[config.mk]
export PLATFORM = sky130hd
export DESIGN_NAME = ttt_turn_controller
export DESIGN_NICKNAME = d
export VERILOG_FILES = /design/src/rtl/ttt_turn_controller.sv
export SDC_FILE = /design/constraint.sdc
export NUM_CORES = 1
export LEC_CHECK = 0
export ABC_CLOCK_PERIOD_IN_PS = 2100
export CORE_ASPECT_RATIO = 0.7
export CORE_MARGIN = 2
export CORE_UTILIZATION = 55
export CTS_CLUSTER_DIAMETER = 100
export DETAILED_ROUTE_END_ITERATION = 12
export PLACE_DENSITY_LB_ADDON = 0.2
export SETUP_SLACK_MARGIN = 0.2
export SLEW_MARGIN = 20
export SYNTH_ARGS = -nofsm -noshare
export SYNTH_HDL_FRONTEND = slang
export SYNTH_SLANG_ARGS = --single-unit
[constraint.sdc]
create_clock -name clk -period 2.1 [get_ports clk]
set_input_delay 0.315 -clock clk [delete_from_list [all_inputs] [get_ports clk]]
set_output_delay 0.315 -clock clk [all_outputs]
set_load 0.02 [all_outputs]
[src/rtl/ttt_turn_controller.sv]
// Two-player tic-tac-toe turn sequencer: takes keypad moves, keeps the 18-bit board,
// judges win/draw and enforces an optional per-turn timeout.
module ttt_turn_controller #(
    parameter int unsigned TURN_TIMEOUT = 250000000,
    parameter int unsigned TIMER_W      = 28
) (
    input  logic        clk,
    input  logic        rst,
    input  logic        start,
    input  logic        key_valid,
    input  logic [3:0]  key_data,
    output logic [17:0] board,
    output logic        is_turn_o,
    output logic [1:0]  result,
    output logic [3:0]  move_count,
    output logic        in_game,
    output logic        reject,
    output logic        timeout
);

    typedef enum logic [2:0] {
        IDLE, WAIT_KEY, CHECK, WRITE, JUDGE, SWAP, OVER
    } state_t;

    localparam bit TO_EN = (TURN_TIMEOUT != 0);
    localparam logic [TIMER_W-1:0] TIMER_LAST =
        TIMER_W'(TO_EN ? TURN_TIMEOUT - 32'd1 : 32'd0);

    state_t               state;
    logic [3:0]           cell_idx;
    logic [TIMER_W-1:0]   timer;

    logic [8:0] x_plane, o_plane, cell_hot, x_next, o_next, cur_plane;
    logic       timer_last, occupied, key_ok;

    // Plane bit i is cell i+1; X of cell k sits at board bit 18-2k, O one above it.
    function automatic logic [8:0] plane_x(input logic [17:0] b);
        return {b[0], b[2], b[4], b[6], b[8], b[10], b[12], b[14], b[16]};
    endfunction

    function automatic logic [8:0] plane_o(input logic [17:0] b);
        return {b[1], b[3], b[5], b[7], b[9], b[11], b[13], b[15], b[17]};
    endfunction

    function automatic logic [17:0] pack_board(input logic [8:0] x, input logic [8:0] o);
        return {o[0], x[0], o[1], x[1], o[2], x[2], o[3], x[3], o[4], x[4],
                o[5], x[5], o[6], x[6], o[7], x[7], o[8], x[8]};
    endfunction

    function automatic logic has_line(input logic [8:0] c);
        return (c[0] & c[1] & c[2]) | (c[3] & c[4] & c[5]) | (c[6] & c[7] & c[8]) |
               (c[0] & c[3] & c[6]) | (c[1] & c[4] & c[7]) | (c[2] & c[5] & c[8]) |
               (c[0] & c[4] & c[8]) | (c[2] & c[4] & c[6]);
    endfunction

    always_comb begin
        x_plane    = plane_x(board);
        o_plane    = plane_o(board);
        cell_hot   = 9'd1 << cell_idx;
        occupied   = |((x_plane | o_plane) & cell_hot);
        x_next     = is_turn_o ? x_plane : (x_plane | cell_hot);
        o_next     = is_turn_o ? (o_plane | cell_hot) : o_plane;
        cur_plane  = is_turn_o ? o_plane : x_plane;
        key_ok     = (key_data != 4'd0) && (key_data <= 4'd9);
        // The timer saturates at its last value so an expiry reached during CHECK
        // is still pending when control returns to WAIT_KEY.
        timer_last = TO_EN && (timer == TIMER_LAST);
    end

    always_ff @(posedge clk) begin
        reject  <= 1'b0;
        timeout <= 1'b0;
        if (rst) begin
            state      <= IDLE;
            board      <= '0;
            is_turn_o  <= 1'b0;
            result     <= 2'b00;
            move_count <= 4'd0;
            in_game    <= 1'b0;
            timer      <= '0;
            cell_idx   <= 4'd0;
        end else if (start) begin
            state      <= WAIT_KEY;
            board      <= '0;
            is_turn_o  <= 1'b0;
            result     <= 2'b00;
            move_count <= 4'd0;
            in_game    <= 1'b1;
            timer      <= '0;
        end else begin
            case (state)
                IDLE: ;
                WAIT_KEY: begin
                    if (!timer_last) timer <= timer + 1'b1;
                    if (key_valid) begin
                        if (key_ok) begin
                            cell_idx <= key_data - 4'd1;
                            state    <= CHECK;
                        end else begin
                            reject <= 1'b1;
                        end
                    end else if (timer_last) begin
                        timeout   <= 1'b1;
                        is_turn_o <= ~is_turn_o;
                        timer     <= '0;
                    end
                end
                CHECK: begin
                    if (!timer_last) timer <= timer + 1'b1;
                    if (occupied) begin
                        reject <= 1'b1;
                        state  <= WAIT_KEY;
                    end else begin
                        state <= WRITE;
                    end
                end
                WRITE: begin
                    board      <= pack_board(x_next, o_next);
                    move_count <= move_count + 4'd1;
                    state      <= JUDGE;
                end
                JUDGE: begin
                    if (has_line(cur_plane)) begin
                        result  <= is_turn_o ? 2'b10 : 2'b01;
                        in_game <= 1'b0;
                        state   <= OVER;
                    end else if (move_count == 4'd9) begin
                        result  <= 2'b11;
                        in_game <= 1'b0;
                        state   <= OVER;
                    end else begin
                        state <= SWAP;
                    end
                end
                SWAP: begin
                    is_turn_o <= ~is_turn_o;
                    timer     <= '0;
                    state     <= WAIT_KEY;
                end
                OVER: ;
                default: begin
                    state   <= IDLE;
                    in_game <= 1'b0;
                end
            endcase
        end
    end

endmodule

==> flow_summary.toml <==
[detailed_routing]
drt_iter0_drc = 353
via_per_inst = 6.475
dr.pass1.iters = 7
wl_per_cell_um = 18.58
ant_nets = 0
vias = 3937
drc_errors = 0
wirelength_mm = 11.30

[min_path]
hp-class = "flop to flop"

[finish]
fin_util_pct = 75.56
layout_common_cells = "dfxtp_1, nor2_1, buf_4"
drive_gt1_share_pct = 23.21
final_common_cell = "dfxtp_1"
nNetsFinal = 540
antenna_cells = 0
syn_to_final_growth_pct = 31.46
fin_cells = 608

[yosys]
synth_edf_count = 0
synth-xor-area-share_pct = 1.942
synth_top_family_by_area = "simple AND/OR/NAND/NOR gates"
synth_compound_area_share_pct = 24.14
yosys.area_share.adder_pct = 2.428
synth-main-ff-cell = "dfxtp_1"
synth_warnings = 0
syn_inst = 447
syn_area_mm2 = 0.003607
async_flop_share_pct = 0
synth-simple-area-share_pct = 31.01
yosysSeqAreaShare_pct = 34.96
synth_nets = 462
muxShareOfSynthArea_pct = 0.8672
synth_cell_type_count = 67
ys_ff_latch = 63
syn_avg_cell_area_um2 = 8.070

[floorplan]
io_pins = 36
initial_core_util_pct = 57.48
die_w_um = 100.8
die_y_um = 71.76
coreArea_mm2 = 0.006276
die-area_mm2 = 0.007233
rows = 24

[sta]
fin_crit_ns = 1.980
finalSetupViolCount = 0
relSlewSlack_pct = 61.07
fmax_mhz = 504.9
finalCritPeriodShare_pct = 94.31
slew_violations = 0
tightestPinTransition_ns = 0.5818
clock_skew_ns = 0.007454
hold_viol = 0
whs_ns = 0.5110
rsz0062_at_grt = "yes"

[critical_path]
end_kind = "flop"
path_cells = "nor3b_2 -> nand4_1 -> nor4_2 -> buf_4 -> nand2_4 -> ha_4 -> o21ai_2 -> a21oi_2 -> a21oi_1 -> a211oi_1"
crit_buf_inv = 1
critPathKind = "flop to flop"
required_ns = 2.33
critPathMaxFanout = 2
crit_path_start_kind = "flop"
worstPathArrival_ns = 2.21
critical-path-slowest-cell = "nor4_2"
path_delay_family = "simple AND/OR/NAND/NOR gates"
slowest_delay_ns = 0.34

[place]
place.gp.congestion = 0.9918
hpwl_mm = 7.895
portBuffers = 35
placedCellCount = 587

[global_routing]
grtUsageMet1_pct = 47.72
grt_use_met3_pct = 12.00
grt_pass1_vias = 3617
grt_use_met2_pct = 43.33
grt.overflow.total = 0
track_usage_pct = 32.32
grt_pass1_wl_mm = 18.12
grt_max_degree = 31
antenna_found_initial = 0
busiest_layer = "met1"

[clock_tree]
clk-insertion-delay-late_ns = 0.34
path_clk_slew_ns = 0.07
cts_buffer_depth = 2
cts_tree = "built"
hold_buffers = 0
cts_made_buffers = 9
htreeDepth = 3
clock_sinks = 63
clockRootBuffer = "clkbuf_8"

[run_status]
status = "complete, no violations"

[pwr]
p_leak_uw = 0.001630
ir_worst_vdd_mv = 0.4626
powerDensity_mw_per_mm2 = 526.7

[flow_run]
cap_violations = 0
[worst register-to-register path: stages, from the launching register on]
cell and delay, ns:
dfxtp_1 0.33, nor3b_2 0.29, nand4_1 0.15, nor4_2 0.34
buf_4 0.17, nand2_4 0.05, ha_4 0.16, o21ai_2 0.13
a21oi_2 0.07, a21oi_1 0.14, a211oi_1 0.05
[repair_timing]
item / in CTS / in global routing
endpoints found under the setup margin: 26 / 37
pin swaps: 9 / 10
buffers inserted: 0 / 4
gates cloned: 0 / 1
gates resized for setup: 18 / 28
[layer usage]
layer	wire (um)	up-vias
met2	4543	247
met4	164	0
met1	5147	1821
li1	-	1847
met5	0	-
met3	1444	22
[cells by family after synthesis]
family	Yosys count
AO/OA/AOI/OAI	132
XOR/XNOR	8
adder cells (fa/ha/maj)	7
buffers and inverters	40
flip-flops	63
multiplexers	3
AND/OR/NAND/NOR	194
[through the flow]
step / area [um^2] / TNS, ns / power, uW / setup slack [ns]
after global routing: 4742 / 0 / 2591 / 0.07854
after floorplan: 3607 / 0 / 1344 / 0.2705
after detailed placement: 4332 / -0.5876 / 1436 / -0.1198
after CTS: 4599 / 0 / 2494 / 0.1225
final: 4742 / 0 / 2498 / 0.1196
after global placement: 4332 / -0.09980 / 1429 / -0.09407
[cells in the mapped netlist, types with 6 or more instances]
| master | number | area (um^2) |
|---|---|---|
| dfxtp_1 | 63 | 1261 |
| ha_1 | 7 | 87.58 |
| a22oi_1 | 12 | 90.09 |
| or3_1 | 7 | 43.79 |
| nor2_1 | 50 | 187.7 |
| nor3_1 | 6 | 30.03 |
| o21ai_0 | 17 | 85.08 |
| a21oi_1 | 39 | 195.2 |
| clkbuf_1 | 12 | 45.04 |
| nand4_1 | 16 | 100.1 |
| or2_2 | 7 | 43.79 |
| o211ai_1 | 7 | 52.55 |
| nand2_1 | 27 | 101.4 |
| nor4_1 | 6 | 37.54 |
| a211oi_1 | 10 | 75.07 |
| inv_1 | 19 | 71.32 |
| a31oi_1 | 6 | 37.54 |
| nand3_1 | 20 | 100.1 |
[flip-flops by register name, indices dropped and copies added (netlist names), 2 cells and up]
name,flops
state,3
result,2
board,18
timer,28
cell_idx,4
move_count,4
[where the power goes]
| group | leakage, uW | switching [uW] | internal (uW) | total (uW) |
|---|---|---|---|---|
| Combinational | 0.00102 | 116 | 90.8 | 207 |
| Clock | 0.0000981 | 493 | 574 | 1070 |
| Sequential | 0.000515 | 16.7 | 1210 | 1220 |
[worst paths after layout]
kind	start	end	slack (ns)	cells past startpoint
hold reg to reg	timer[24]	timer[24]	0.51	1
hold / removal	timer[24]	timer[24]	0.51	1
setup / recovery	timer[7]	timer[0]	0.12	10
setup reg to reg	timer[7]	timer[0]	0.12	10
[cell type report]
type,instances,area [um^2]
Clock inverter,6,60.06
Inverter,19,71.32
Multi-Input combinational cell,345,2335
Clock buffer,10,137.6
Fill cell,476,1534
Timing Repair Buffer,87,760.7
Tap cell,78,97.59
Sequential cell,63,1280
Note: power is estimated with default switching activity, not from simulation.
